## config.mk

```make
export PLATFORM = sky130hd
export DESIGN_NAME = mem_arbiter
export DESIGN_NICKNAME = d
export VERILOG_FILES = /design/src/rtl/mem_arbiter_pkg.sv /design/src/rtl/mem_arbiter.sv
export SDC_FILE = /design/constraint.sdc
export NUM_CORES = 1
export LEC_CHECK = 0
export ABC_AREA = 1
export BUFFER_PORTS_ARGS = -buffer_cell sky130_fd_sc_hd__buf_4
export CELL_PAD_IN_SITES_DETAIL_PLACEMENT = 0
export CELL_PAD_IN_SITES_GLOBAL_PLACEMENT = 1
export CORE_MARGIN = 10
export CORE_UTILIZATION = 37
export CTS_CLUSTER_SIZE = 20
export DETAILED_ROUTE_END_ITERATION = 10
export PLACE_DENSITY_LB_ADDON = 0.2
export SLEW_MARGIN = 20
export SYNTH_ARGS = -nofsm -noshare
export SYNTH_HDL_FRONTEND = slang
export SYNTH_SLANG_ARGS = --single-unit
```

## constraint.sdc

```tcl
create_clock -name clk -period 4.91 [get_ports clk]
set_clock_uncertainty 0.05 [all_clocks]
set_input_delay 0.491 -clock clk [delete_from_list [all_inputs] [get_ports clk]]
set_output_delay 0.491 -clock clk [all_outputs]
set_load 0.005 [all_outputs]
```

## src/rtl/mem_arbiter_pkg.sv

```systemverilog
// Shared encodings for the byte-wide RAM arbiter: FSM states, access sizes,
// owner codes and the bus widths used across the core.
package mem_arbiter_pkg;

    localparam int REG_BUS_W       = 32;
    localparam int INST_ADDR_BUS_W = 32;

    typedef enum logic [1:0] {
        ARB_IDLE = 2'd0,
        ARB_XFER = 2'd1,
        ARB_DONE = 2'd2
    } arb_state_e;

    typedef enum logic {
        OWNER_IF  = 1'b0,
        OWNER_MEM = 1'b1
    } owner_e;

    localparam logic [1:0] MEM_SIZE_B = 2'b00;
    localparam logic [1:0] MEM_SIZE_H = 2'b01;
    localparam logic [1:0] MEM_SIZE_W = 2'b10;

    // Byte count of an access; the reserved code 11 behaves as a word.
    function automatic logic [2:0] size_to_len(input logic [1:0] size);
        case (size)
            MEM_SIZE_B: size_to_len = 3'd1;
            MEM_SIZE_H: size_to_len = 3'd2;
            default:    size_to_len = 3'd4;
        endcase
    endfunction

endpackage

```

## src/rtl/mem_arbiter.sv

```systemverilog
// Arbitrates IF and MEM onto a byte-wide RAM port, sequencing 1/2/4-byte
// little-endian accesses. Define MEM_ARB_RR_EN for round-robin grant on ties.
module mem_arbiter
    import mem_arbiter_pkg::*;
#(
    parameter int ADDR_W  = 32,
    parameter int RAM_LAT = 1
) (
    input  logic                 clk,
    input  logic                 rst_n,
    input  logic                 if_req,
    input  logic [ADDR_W-1:0]    if_addr,
    input  logic                 if_flush,
    output logic [REG_BUS_W-1:0] if_rdata,
    output logic                 if_done,
    input  logic                 mem_req,
    input  logic                 mem_we,
    input  logic [1:0]           mem_size,
    input  logic [ADDR_W-1:0]    mem_addr,
    input  logic [REG_BUS_W-1:0] mem_wdata,
    output logic [REG_BUS_W-1:0] mem_rdata,
    output logic                 mem_done,
    output logic [ADDR_W-1:0]    ram_a,
    output logic [7:0]           ram_dout,
    output logic                 ram_wr,
    input  logic [7:0]           ram_din,
    output logic                 busy
);

    localparam logic [2:0] LAT = 3'(RAM_LAT);

    arb_state_e             state, state_nxt;
    owner_e                 owner;
    logic [ADDR_W-1:0]      base;
    logic [2:0]             len;
    logic [2:0]             cnt;
    logic                   we;
    logic [REG_BUS_W-1:0]   wdata;
    logic [REG_BUS_W-1:0]   data;

    logic                   if_ok, grant_mem, grant_if;
    logic                   abort, issue, last_cyc;
    logic [2:0]             lane;

    assign if_ok = if_req && !if_flush;

`ifdef MEM_ARB_RR_EN
    owner_e last_owner;

    // On a tie, whoever did not own the previous access goes first.
    assign grant_mem = mem_req && (!if_ok || last_owner == OWNER_IF);
    assign grant_if  = if_ok && (!mem_req || last_owner == OWNER_MEM);

    always_ff @(posedge clk or negedge rst_n) begin
        if (!rst_n)
            last_owner <= OWNER_IF;
        else if (state == ARB_IDLE && (grant_mem || grant_if))
            last_owner <= grant_mem ? OWNER_MEM : OWNER_IF;
    end
`else
    assign grant_mem = mem_req;
    assign grant_if  = if_ok && !mem_req;
`endif

    assign abort    = if_flush && owner == OWNER_IF && state != ARB_IDLE;
    assign issue    = state == ARB_XFER && cnt <= len && !abort;
    assign last_cyc = cnt == (we ? len : len + LAT);
    assign lane     = cnt - LAT - 3'd1;

    always_ff @(posedge clk or negedge rst_n) begin
        if (!rst_n) state <= ARB_IDLE;
        else        state <= state_nxt;
    end

    always_comb begin
        state_nxt = state;
        case (state)
            ARB_IDLE: if (grant_mem || grant_if) state_nxt = ARB_XFER;
            ARB_XFER: begin
                if (abort)         state_nxt = ARB_IDLE;
                else if (last_cyc) state_nxt = ARB_DONE;
            end
            default:  state_nxt = ARB_IDLE;
        endcase
    end

    always_ff @(posedge clk or negedge rst_n) begin
        if (!rst_n) begin
            owner <= OWNER_IF;
            base  <= '0;
            len   <= '0;
            cnt   <= '0;
            we    <= 1'b0;
            wdata <= '0;
            data  <= '0;
        end else if (state == ARB_IDLE) begin
            cnt  <= '0;
            data <= '0;
            if (grant_mem) begin
                owner <= OWNER_MEM;
                base  <= mem_addr;
                len   <= size_to_len(mem_size);
                we    <= mem_we;
                wdata <= mem_wdata;
                cnt   <= 3'd1;
            end else if (grant_if) begin
                owner <= OWNER_IF;
                base  <= if_addr;
                len   <= 3'd4;
                we    <= 1'b0;
                wdata <= '0;
                cnt   <= 3'd1;
            end
        end else if (state == ARB_XFER) begin
            cnt <= cnt + 3'd1;
            // Byte issued RAM_LAT cycles ago lands in its little-endian lane.
            if (!we && cnt > LAT && cnt - LAT <= len) begin
                for (int i = 0; i < 4; i++)
                    if (lane == 3'(i)) data[8*i +: 8] <= ram_din;
            end
        end
    end

    always_comb begin
        ram_a    = '0;
        ram_dout = '0;
        ram_wr   = 1'b0;
        if (issue) begin
            ram_a = base + ADDR_W'(cnt - 3'd1);
            if (we) begin
                ram_wr   = 1'b1;
                ram_dout = 8'(wdata >> {cnt - 3'd1, 3'b000});
            end
        end
    end

    assign if_done   = state == ARB_DONE && owner == OWNER_IF && !if_flush;
    assign mem_done  = state == ARB_DONE && owner == OWNER_MEM;
    assign if_rdata  = if_done  ? data : '0;
    assign mem_rdata = mem_done ? data : '0;
    assign busy      = state != ARB_IDLE;

endmodule

```

# == Yosys cells after proc, flatten, opt, wreduce, memory -nomap -nowiden ==
# Index checks and enable logic that the tools add are counted.
# word_totals
wordCells,97
reg_bits,106
output_inout_bits,108
in_bits,112
# classes
bitwise_logic,1
mux,33
addsub,6
n_shift,1
n_reduce_logical,33
eq_ne,9
n_lt_le_gt_ge,3
# ops
operator,count
2-to-1 mux 32 bit,10
2-to-1 mux 8 bit,6
adder 32 bit,1
right shift 32 x 6 -> 8 bit,1
nonzero test 2 bit,8
2-to-1 mux 3 bit,5
AND reduction 3 bit,4
logical AND 1 bit,11
2-to-1 mux 1 bit,7
adder 3 x 1 -> 3 bit (second input constant),2
== test 3 x 2 -> 1 bit (second input constant),2
<= comparator 3 bit,2
2-to-1 mux 2 bit,3
one-hot mux 3 bit (2 select lines),1
subtractor 3 x 1 -> 3 bit (second input constant),2
== test 2 x 1 -> 1 bit (second input constant),2
zero test 1 bit,4
zero test 2 bit,2
one-hot mux 2 bit (2 select lines),1
AND reduction 2 bit,2
subtractor 3 x 1 -> 4 bit (second input constant),1
== test 3 x 1 -> 1 bit (second input constant),1
== test 3 bit,1
greater-than comparator 3 x 1 -> 1 bit (second input constant),1
6 further kinds,6

# == Depth between registers and ports, before layout ==
# Gate-level depths: netlist of the first run.
# depth
word_depth,7
mapped_depth,18
mapped_depth_nobuf,16

# == Worst setup path after synthesis of the first run ==
# No wires, ideal clock.
# synth_path
path_type,register -> output
from,register cnt[1]
to,output port ram_a[21]
t_arrival_ns,4.073
t_required_ns,4.369
slack_ns,0.296
path_buffers,0
stages_incl_launch_ff,16
cell_sequence,dfrtp_1 inv_1 ha_1 a21boi_0 ha_1 nand2_1 inv_1 nand2_1 inv_1 a21oi_1 nand2_1 nand2_1 nand2_1 nand2_1 inv_1 nor2_1
# synth_via
elab_chain_len,4
elab_cells_between_ends,6
classes_between,2 x add/sub; 1 x order compare; 1 x mux; 2 x reduce/logical
# synth_rtl
element,line,text
"start, declared",mem_arbiter.sv:36,logic [2:0] cnt;
"start signal, assigned",mem_arbiter.sv:115,cnt <= cnt + 3'd1;
"parallel branches: the longest is 3 deep, another holds adder 32 bit",-,
2-to-1 mux 32 bit (*),mem_arbiter.sv:128,if (issue) begin
"end, declared",mem_arbiter.sv:23,"output logic [ADDR_W-1:0] ram_a,"
# Every way passes the cells marked *.

# == Final worst setup path of the first run ==
# layout_path
from,register cnt[1]
to,output port ram_a[20]
# The elaborated chain is that of the path after synthesis.

==> results of run 1 <==
==> flip-flops by register name, summed over array words and instances (netlist names) <==
signal and count:
we 1, owner 1, wdata 32, state 2
base 32, data 32, cnt 3, len 3
==> layer usage <==
layer,vias up,routed length [microns],global-route usage [%]
met5,-,0,0
met3,23,1670,4.71
li1,4168,-,-
met4,0,386,4.43
met1,3674,11500,23.9
met2,186,12800,32.1
==> worst max-delay path, delay by kind of cell (launching register included) <==
| family | cells | cell delay (ns) |
|---|---|---|
| AND/OR/NAND/NOR | 7 | 0.80 |
| buffers and inverters | 4 | 0.73 |
| adder cells (fa/ha/maj) | 2 | 0.59 |
| flip-flops | 1 | 0.43 |
| AO/OA/AOI/OAI | 2 | 0.42 |
==> final cells by class <==
type,instances,area [sq um]
fill,2210,11000
clock inverter,7,96.3
tap,275,344
timing repair buffer,227,1700
antenna,2,5.00
multi-input combinational,858,4270
clock buffer,9,225
inverter,186,703
sequential,106,2650
==> report_power, final <==
group | leakage, nW | switching (mW) | internal [mW]
sequential | 1.33 | 0.221 | 1.19
clock | 0.152 | 0.359 | 0.409
combinational | 3.77 | 4.08 | 2.29
total | 5.25 | 4.66 | 3.89
==> worst paths after layout <==
check / slack [ns] / endpoint / start
worst max-delay path: 1.04 / ram_a[20] / cnt[1]$_DFFE_PN0P_
worst min-delay path: 0.17 / wdata[18]$_DFFE_PN0P_ / rst_n
worst max register to register: 1.70 / data[2]$_DFFE_PN0P_ / cnt[0]$_DFFE_PN0P_
worst min register to register: 0.45 / wdata[10]$_DFFE_PN0P_ / wdata[10]$_DFFE_PN0P_
max in group asynchronous: 3.53 / data[20]$_DFFE_PN0P_ / rst_n
min in group clk: 0.29 / len[0]$_DFFE_PN0P_ / mem_size[1]
==> cells by family after synthesis <==
logic type,Yosys count
AOI/OAI and AO/OA,200
xor gates and xnor gates,11
adders and majority gates,47
buffers and inverters,229
DFF,106
and+or+nand+nor,600
==> layout by cell type, fill, tap and decap left out, drive strengths merged <==
| cell type | synthesis | final |
|---|---|---|
| nor3 | 7 | 7 |
| o32ai | 1 | 1 |
| fa | 1 | 1 |
| nand3 | 68 | 68 |
| inv | 183 | 185 |
| clkinv | 3 | 6 |
| o211ai | 1 | 1 |
| nor4 | 1 | 1 |
| dfrtp | 106 | 106 |
| nor2 | 177 | 177 |
| o22ai | 1 | 1 |
| xor2 | 3 | 3 |
| and3 | 2 | 2 |
| buf | 20 | 227 |
| diode | 0 | 2 |
| bufinv | 0 | 1 |
| a21o | 1 | 1 |
| o21bai | 3 | 3 |
| nand2 | 336 | 336 |
| nand3b | 1 | 1 |
| a21oi | 62 | 62 |
| a22o | 16 | 16 |
| and2 | 3 | 3 |
| or2 | 1 | 1 |
| a21boi | 1 | 1 |
| clkbuf | 23 | 9 |
| o21ai | 82 | 82 |
| nand4 | 4 | 4 |
| clkinvlp | 0 | 1 |
| ha | 46 | 46 |
| xnor2 | 8 | 8 |
| a31oi | 32 | 32 |
==> implementation parameters, run 1 <==
Parameter                              Value

Synth
  Combinational family with the most area after synthesis    simple AND/OR/NAND/NOR gates
  Syn avg cell area    6.57 sq um
  Fraction of the mapped netlist area in adder cells    7.60%
  Dominant synthesized flop cell    dfrtp_1
  Simple logic cell fraction of the synthesized area    between 30% and 40%
  Fraction of registers with async set/reset    100%
  Post-synth net total    about 1400
  Proportion of synthesized chip area in sequential cells    33.8%
  Synthesized cell area    around 7800 sq um
  Number of synthesized flops with an enable pin    0
  Share of cell area taken by muxes after synthesis    0%
  Cell taking the most area after synthesis    dfrtp_1
  Top cells by area in the synthesized netlist    dfrtp_1 34%, nand2_1 16%, inv_1 8.6%, nor2_1 8.4%, ha_1 7.3%
  Library cell with the highest instance count after synthesis    nand2_1
  Fraction of the mapped netlist area in compound gates    approximately 15%
  Synth warnings    0
  Number of instances in the synthesized netlist    1193
  Xor/xnor cell area share of the yosys netlist    under 10%
  Portion of synthesized cell area occupied by the leading cell type    33.8%
  Number of distinct library cells after synthesis    40
  List of most frequent post-synthesis cells    334 x nand2_1, 180 x inv_1, 175 x nor2_1
  Flop and latch count out of synthesis    around 110

STA
  Fmax    roughly 260 MHz
  Setup TNS    0 ns
  Final count of negative-setup-slack endpoints    0
  Measured slew at the worst slew-check pin    0.969 ns
  Final min period    approximately 3.9 ns
  Final setup margin    1.04 ns
  Hold violation count in the final report    0
  Unrepaired setup endpoints after global routing    false
  Share of the cycle needed by the critical path after routing    between 70% and 80%
  Max-slew headroom at the worst pin    35.4%
  Max Slew Vio Count    0
  Worst hold slack after final layout    approximately 0.17 ns

Finish
  Fraction of layout cells with a size suffix above 1    19.2%
  Area Overhead vs Synth    27.5%
  Utilization of the core after routing    47.7%
  Non-filler cells in the finished layout    1670
  Final design instance area without fill    10000 sq um
  Number of nets at the end of the flow    1547

Route
  Detailed router's first-iteration violation count    447
  Vias per Instance    4.82
  Final WL    26.3 mm
  First drt pass iteration count    5
  DRC violation count after routing    0
  Total number of vias    8051
  Routed length per placed instance    ~16 microns
  Number of routed nets with antenna violations    0

Critical path
  Delay of the slowest cell on the worst path    approximately 0.43 ns
  Crit path kind    reg -> out
  Worst R2R Path Depth    9
  Maximum fanout along the worst path    29
  Startpoint class of the critical path    flip-flop
  Critical path data arrival time    3.33 ns
  Type of element capturing the critical path    primary output
  Critical path, cell by cell    inv_1, ha_1, a21boi_2, buf_4, ha_1, nand2_1, inv_1, a21oi_1, nand3_1, nand2_1, nand2_1, nand2_1, nand2_1, nor2_1, buf_4
  Req. time, crit path    4.37 ns
  Cell type with the highest occurrence count on the critical path    nand2_1
  Slowest stage cell on the critical path    dfrtp_1

Placed design
  Cell count after placement    1652
  Post-DP HPWL    21.1 mm
  Placed cell area    9670 sq um
  IO Port Bufs    about 220
  GPL Wtd Cong    0.857
  Pre-CTS worst setup slack    1.35 ns

Clocking
  Reg clk slew, reported paths    0.08 ns
  Clock tree from TritonCTS    yes
  Number of buffers on the longest clock path    2
  Resized cells post-CTS    0
  Clock tree root driver cell    clkbuf_16
  Clock network latency to the later pin of the worst-skew pair    0.35 ns
  Post-CTS setup repair buffer count    0
  Deepest level of the CTS H-tree    3
  Sink Count    ~110
  Hold-fix buffers, CTS    0
  CTS buffer count    9

GRT
  Vias in the first global route    8129
  Maximum number of pins on one net before global-route repair    63
  Total routing usage reported by global routing    19.0%
  Wire length of the first global-routing pass    about 42 mm
  Total overflow reported by the global router    0
  Initial antenna violation count    2

Power
  P_leak    5.25 nW
  Areal power density over the cells    ~860 nW/um^2
  Worst VDD drop    0.261 mV
  Tot Pwr    8.55 mW

Floorplanning
  Number of I/O pins    220
  Area of the placeable core    21000 sq um
  Initial Util    a little under two fifths
  Die Ht    166 microns
  Width of the die    166 microns
  DIE AREA    around 27000 sq um
  Rows    53

Outcome
  Status    finished, final reports clean

Run
  Maxcap violations    0

Hold path
  Path type of the worst min-delay path    in -> async
Note: power is estimated with default switching activity, not from simulation.
==> run 2, diff against run 1 <==
Settings changed: CORE_UTILIZATION 37 to 33.
Clock period 4.91 ns to 3.5 ns, I/O delays scaled along.
==> run 2 against run 1 <==
  * Count of clock-buffer cells in the layout did not move
  * Sequential share of layout area fell by 2.0 points
  * Routed wire length rose by 5.5%
  * Worst hold slack got worse by 0.019 ns
  * Critical path depth rose by 1
  * Worst setup slack got worse by 0.93 ns
  * Final cell count rose by 3.7%
  * Critical path type unchanged
==> implementation parameters, run 2 (synthesis results as in run 1) <==
Parameter                              Value

Critical path
  Top Family by Delay on Critical Path    buffers and inverters
  Delay of the slowest cell on the worst path    0.45 ns (+0.02 ns)
  Maximum fanout along the worst path    7 (-76%)
  Number of buffer and inverter stages on the critical path    5 (+1)
  Critical path data arrival time    2.98 ns (-0.35 ns)
  Cell type with the highest occurrence count on the critical path    nand2_1
  Startpoint class of the critical path    flip-flop
  Crit path kind    reg -> out
  Critical path, cell by cell    inv_4, ha_1, a21boi_4, clkbuf_16, buf_8, ha_4, nand2_2, nand2_1, nand2_1, nand3_1, nand2_1, nand2_2, buf_4, o21ai_2, a21oi_2, buf_4
  Req. time, crit path    3.10 ns (-1.27 ns)
  Type of element capturing the critical path    primary output
  Slowest stage cell on the critical path    dfrtp_2

Finish
  Utilization of the core after routing    46.1% (-1.6 points)
  Registers with the most flip-flops    base x32, data x32, wdata x32
  Combined area of the multi-input logic cells    4790 sq um (+12%)
  Filler cells    2485 (+12%)
  Area Overhead vs Synth    37.8%
  Non-filler cells in the finished layout    1732 (+3.7%)
  Highest-count cells in the layout ignoring fill and taps    302 x nand2_1, 238 x buf_4, 172 x inv_1
  Number of nets at the end of the flow    1566 (+1.2%)
  Most common cell after layout, fill and taps aside    nand2_1
  Fraction of layout cells with a size suffix above 1    27.2% (+8.0 points)
  Storage element area    2650 sq um (about the same)

Clocking
  Number of buffers on the longest clock path    2 (unchanged)
  Sink Count    106 (unchanged)
  Clock network latency to the later pin of the worst-skew pair    0.35 ns (about the same)
  CTS buffer count    9 (unchanged)
  Clock tree from TritonCTS    yes
  Deepest level of the CTS H-tree    3 (unchanged)
  Clock tree root driver cell    clkbuf_16
  Reg clk slew, reported paths    0.07 ns (about the same)

Placed design
  Cell count after placement    1698 (+2.8%)
  Post-DP HPWL    21.5 mm (+1.8%)
  GPL Wtd Cong    0.885 (+3.3%)
  IO Port Bufs    219 (unchanged)

Outcome
  Status    finished, final reports clean

STA
  Measured slew at the worst slew-check pin    0.960 ns (-0.00815 ns)
  Fmax    296 MHz
  Max-slew headroom at the worst pin    35.9% (+0.54 points)
  Unrepaired setup endpoints after global routing    true
  Worst hold slack after final layout    0.148 ns (-0.0191 ns)
  Share of the cycle needed by the critical path after routing    96.7%
  Max Slew Vio Count    0 (unchanged)
  Final count of negative-setup-slack endpoints    0 (unchanged)
  Final min period    3.38 ns
  Hold violation count in the final report    0 (unchanged)

Route
  DRC violation count after routing    0 (unchanged)
  Routed length per placed instance    16.0 microns (+1.7%)
  Detailed router's first-iteration violation count    452 (+1.1%)
  Total number of vias    8211 (+2.0%)
  Number of routed nets with antenna violations    0 (unchanged)
  Vias per Instance    4.74 (-1.7%)
  Final WL    27.8 mm (+5.5%)
  First drt pass iteration count    5 (unchanged)

Floorplanning
  Number of I/O pins    220 (unchanged)
  Width of the die    174 microns (+5.2%)
  Initial Util    33.5% (-3.9 points)
  DIE AREA    30300 sq um (+11%)
  Area of the placeable core    23400 sq um (+12%)
  Die Ht    174 microns (+5.2%)
  Rows    56 (+5.7%)

Hold path
  Path type of the worst min-delay path    in -> reg

GRT
  Total overflow reported by the global router    0 (unchanged)
  Wire length of the first global-routing pass    44.0 mm (+5.0%)
  Initial antenna violation count    2 (unchanged)
  Total routing usage reported by global routing    17.6% (-1.4 points)
  Vias in the first global route    8269 (+1.7%)
  Maximum number of pins on one net before global-route repair    52 (-17%)

Run
  Maxcap violations    0 (unchanged)
==> run 2: cell count changes in the layout (fill, tap and decap cells not counted), sizes merged <==
cell / delta
inv: +1
dlygate4sd3: +1
buf: +16
clkbuf: +2
diode: -1
clkinvlp: -1
==> run 2: final timing paths <==
check / endpoint / startpoint / depth (start not counted) / slack, ns
setup / recovery: ram_a[14] / cnt[1]$_DFFE_PN0P_ / 16 / 0.12
hold / removal: len[0]$_DFFE_PN0P_ / mem_size[0] / 2 / 0.15
hold reg to reg: wdata[9]$_DFFE_PN0P_ / wdata[9]$_DFFE_PN0P_ / 1 / 0.45
min in group asynchronous: wdata[16]$_DFFE_PN0P_ / rst_n / 2 / 0.50
max in group asynchronous: data[30]$_DFFE_PN0P_ / rst_n / 3 / 2.03
setup reg to reg: data[26]$_DFFE_PN0P_ / cnt[0]$_DFFE_PN0P_ / 11 / 0.41
==> run 2: per-stage QoR <==
step | TNS [ns] | worst slack [ns] | area [sq um]
4_1_cts | 0 | 0.00334 | 10100
3_5_place_dp | 0 | 0.209 | 9760
3_3_place_gp | 0 | 0.281 | 9760
5_1_grt | -0.522 | -0.0782 | 10800
6_report | 0 | 0.116 | 10800
2_1_floorplan | 0 | 0.218 | 7840
==> run 2: per-layer routing <==
metal	track usage [%]	share of wire, %	up-vias
li1	-	-	4201
met1	22.3	46	3805
met2	29.8	48	184
met3	4.01	5.1	19
met4	4.20	1.0	2
met5	0	0.047	-
==> run 2: what timing repair did <==
action,CTS,global route
endpoints found under the setup margin,18,23
resized for setup,12,120
buffers inserted,0,14
pin swaps,0,15
cloned,0,2
endpoints found under the hold margin,12,0
hold buffers,1,0
==> run 2: area by class of cell <==
type | instances | share of cell area, %
tap | 319 | 3.70
timing repair buffer | 246 | 17.8
antenna | 1 | 0.0232
sequential | 106 | 24.6
clock buffer | 9 | 2.09
multi-input combinational | 858 | 44.4
clock inverter | 7 | 0.857
inverter | 186 | 6.54
Power of run 2 is not shown: default switching activity piles up to over one toggle a cycle in this logic, so the estimate is an artifact.
==> run 3, diff against run 2 <==
Settings changed: BUFFER_PORTS_ARGS -buffer_cell sky130_fd_sc_hd__buf_4 to not set, CORE_UTILIZATION 33 to 45, DONT_BUFFER_PORTS set to 1.
Clock period 3.5 ns to 3.2 ns, I/O delays scaled along.
==> run 3 against run 2 <==
  * Critical path depth rose by 2
  * Core utilization rose by 8.5 points
  * Critical path type unchanged
  * Sequential share of layout area grew 3.7 points
  * Highest routed layer is now met4
  * Worst setup slack worse by 0.036 ns
  * Design area is 13% lower
  * Routed wire length down 9.6%
  * Count of clock-buffer cells in the layout stayed put
  * Via count decreased by 7.6%
  * First-iteration DRC count rose by 2.7%
  * Global-route usage rose by 2.3 points
  * Non-clock buffer count fell by 204
  * Final cell count is 17% lower
==> implementation parameters, run 3 (synthesis results as in run 1) <==
Parameter                              Value

Outcome
  Status    finished, final reports clean

STA
  Worst hold slack after final layout    0.0144 ns (-0.134 ns)
  Final setup margin    0.0809 ns (-0.0355 ns)
  Unrepaired setup endpoints after global routing    true
  Measured slew at the worst slew-check pin    0.904 ns (-0.0567 ns)
  Hold violation count in the final report    0 (unchanged)
  Fmax    321 MHz
  Max Slew Vio Count    0 (unchanged)
  Final count of negative-setup-slack endpoints    0 (unchanged)
  Share of the cycle needed by the critical path after routing    between 90% and 100%
  Max-slew headroom at the worst pin    39.7% (+3.8 points)
  Final min period    approximately 3.1 ns

Route
  Total number of vias    7591 (-7.6%)
  Vias per Instance    5.30 (+12%)
  Detailed router's first-iteration violation count    464 (+2.7%)
  Final WL    25.1 mm (-9.6%)
  Routed length per placed instance    17.5 microns (+9.2%)
  DRC violation count after routing    0 (unchanged)
  First drt pass iteration count    5 (unchanged)
  Number of routed nets with antenna violations    0 (unchanged)

Floorplanning
  Die Ht    152 microns (-13%)
  Number of I/O pins    220 (unchanged)
  Rows    48 (-14%)
  Width of the die    152 microns (-13%)
  Initial Util    45.6% (+12 points)
  DIE AREA    23100 sq um (-24%)
  Area of the placeable core    17200 sq um (-27%)

GRT
  Total routing usage reported by global routing    19.9% (+2.3 points)
  Wire length of the first global-routing pass    37.8 mm (-14%)
  Initial antenna violation count    0 (-2)
  Maximum number of pins on one net before global-route repair    107 (+110%)
  Vias in the first global route    7177 (-13%)
  Total overflow reported by the global router    0 (unchanged)

Clocking
  Deepest level of the CTS H-tree    3 (unchanged)
  Clock network latency to the later pin of the worst-skew pair    0.36 ns (about the same)
  CTS buffer count    9 (unchanged)
  Number of buffers on the longest clock path    2 (unchanged)
  Sink Count    106 (unchanged)
  Clock tree root driver cell    clkbuf_16
  Reg clk slew, reported paths    0.08 ns (about the same)
  Clock tree from TritonCTS    yes

Finish
  Highest-count cells in the layout ignoring fill and taps    295 x nand2_1, 172 x inv_1, 152 x nor2_1
  Most common cell after layout, fill and taps aside    nand2_1
  Fraction of layout cells with a size suffix above 1    16.9% (-10 points)
  Registers with the most flip-flops    base x32, data x32, wdata x32
  Inserted Diodes    0 (-1)
  Non-filler cells in the finished layout    1433 (-17%)
  Number of nets at the end of the flow    1362 (-13%)
  Area Overhead vs Synth    19.8%

Run
  Maxcap violations    0 (unchanged)

Hold path
  Worst hold path depth    1 (-1)
  Worst Hold Endpoint    len[0]$_DFFE_PN0P_
  Worst hold path startpoint    mem_size[0]
  Path type of the worst min-delay path    in -> reg

Critical path
  Capturing point of the worst reg2reg path    data[13]$_DFFE_PN0P_
  Req. time, crit path    2.83 ns (-0.27 ns)
  Startpoint class of the critical path    flip-flop
  Critical path data arrival time    2.75 ns (-0.23 ns)
  Worst R2R Path Depth    11 (unchanged)
  Crit path kind    reg -> out
  Reg-to-reg critical path startpoint    cnt[1]$_DFFE_PN0P_
  Worst-case register-to-register setup slack    0.25 ns (-0.16 ns)
  Type of element capturing the critical path    primary output
  Maximum fanout along the worst path    6 (-1)

Placed design
  Pre-CTS worst setup slack    0.226 ns (+0.0169 ns)
  GPL Wtd Cong    0.921 (+4.0%)
  Cell count after placement    1396 (-18%)
  IO Port Bufs    0 (-100%)
  Post-DP HPWL    18.7 mm (-13%)
[run 3: cell count changes in the layout (fill, tap and decap cells not counted), moves of 3 or more]
cell	change
buf_4	-208
clkinv_4	-3
ha_1	-8
ha_4	+10
nand2_1	-7
nand2_2	+4
nand2_4	+3
nor2_1	-8
nor2_2	+4
nor2_4	+4
[run 3: per-stage QoR]
| stage | setup TNS (ns) | utilization (%) | instance area, sq um |
|---|---|---|---|
| floorplan | 0 | - | 7840 |
| global placement | 0 | 47.0 | 8070 |
| detailed placement | 0 | 47.0 | 8070 |
| CTS | -0.00725 | 49.7 | 8530 |
| global route | -0.644 | 54.7 | 9390 |
| finish | 0 | 54.7 | 9390 |
[run 3: cell type report]
class	instances	area, sq um
well taps	225	282
clock inverters	7	108
repair buffers	42	445
multi-input cells	858	4970
fillers	1722	7790
clock buffers	9	225
flip-flops and latches	106	2650
inverters	186	706
[run 3: worst max path at each step]
stage,start,to,slack [ns],depth (start not counted)
after detailed placement,cnt[1]$_DFFE_PN0P_,data[13]$_DFFE_PN0P_,0.23,11
after global placement,cnt[1]$_DFFE_PN0P_,data[2]$_DFFE_PN0P_,0.28,11
final,cnt[1]$_DFFE_PN0P_,ram_a[30],0.08,18
after CTS,cnt[2]$_DFFE_PN0P_,ram_a[30],-0.006,16
after global routing,cnt[1]$_DFFE_PN0P_,data[22]$_DFFE_PN0P_,-0.06,10
after floorplan,cnt[1]$_DFFE_PN0P_,ram_a[21],0.008,15
[run 3: metal layers]
layer	vias to the layer above	GRT usage, %	share of wire (%)
li1	3792	-	-
met1	3548	24.9	43
met2	222	33.8	50
met3	29	3.58	5.2
met4	0	6.37	1.7
met5	-	0	0
[run 3: what timing repair did]
action,4_1_cts,5_1_grt
setup buffers,0,15
hold buffers,2,0
hold endpoints to repair,106,0
endpoints found under the setup margin,18,45
pin swaps,0,22
resized for setup,25,150
cloned,0,4
[run 3: worst max-delay path: stages, from the launching register on]
cell and delay [ns]:
dfrtp_1 0.39, inv_2 0.12, ha_4 0.15, a21boi_4 0.19
buf_12 0.16, buf_16 0.14, ha_4 0.22, buf_6 0.13
nand2_1 0.07, nand2_1 0.10, nand2_1 0.07, nand2_1 0.06
nand2_1 0.07, nand2_1 0.06, a21oi_2 0.13, nand3_1 0.08
nand2_1 0.06, nor2_1 0.04, buf_4 0.13
Power of run 3 is left out for the same reason.
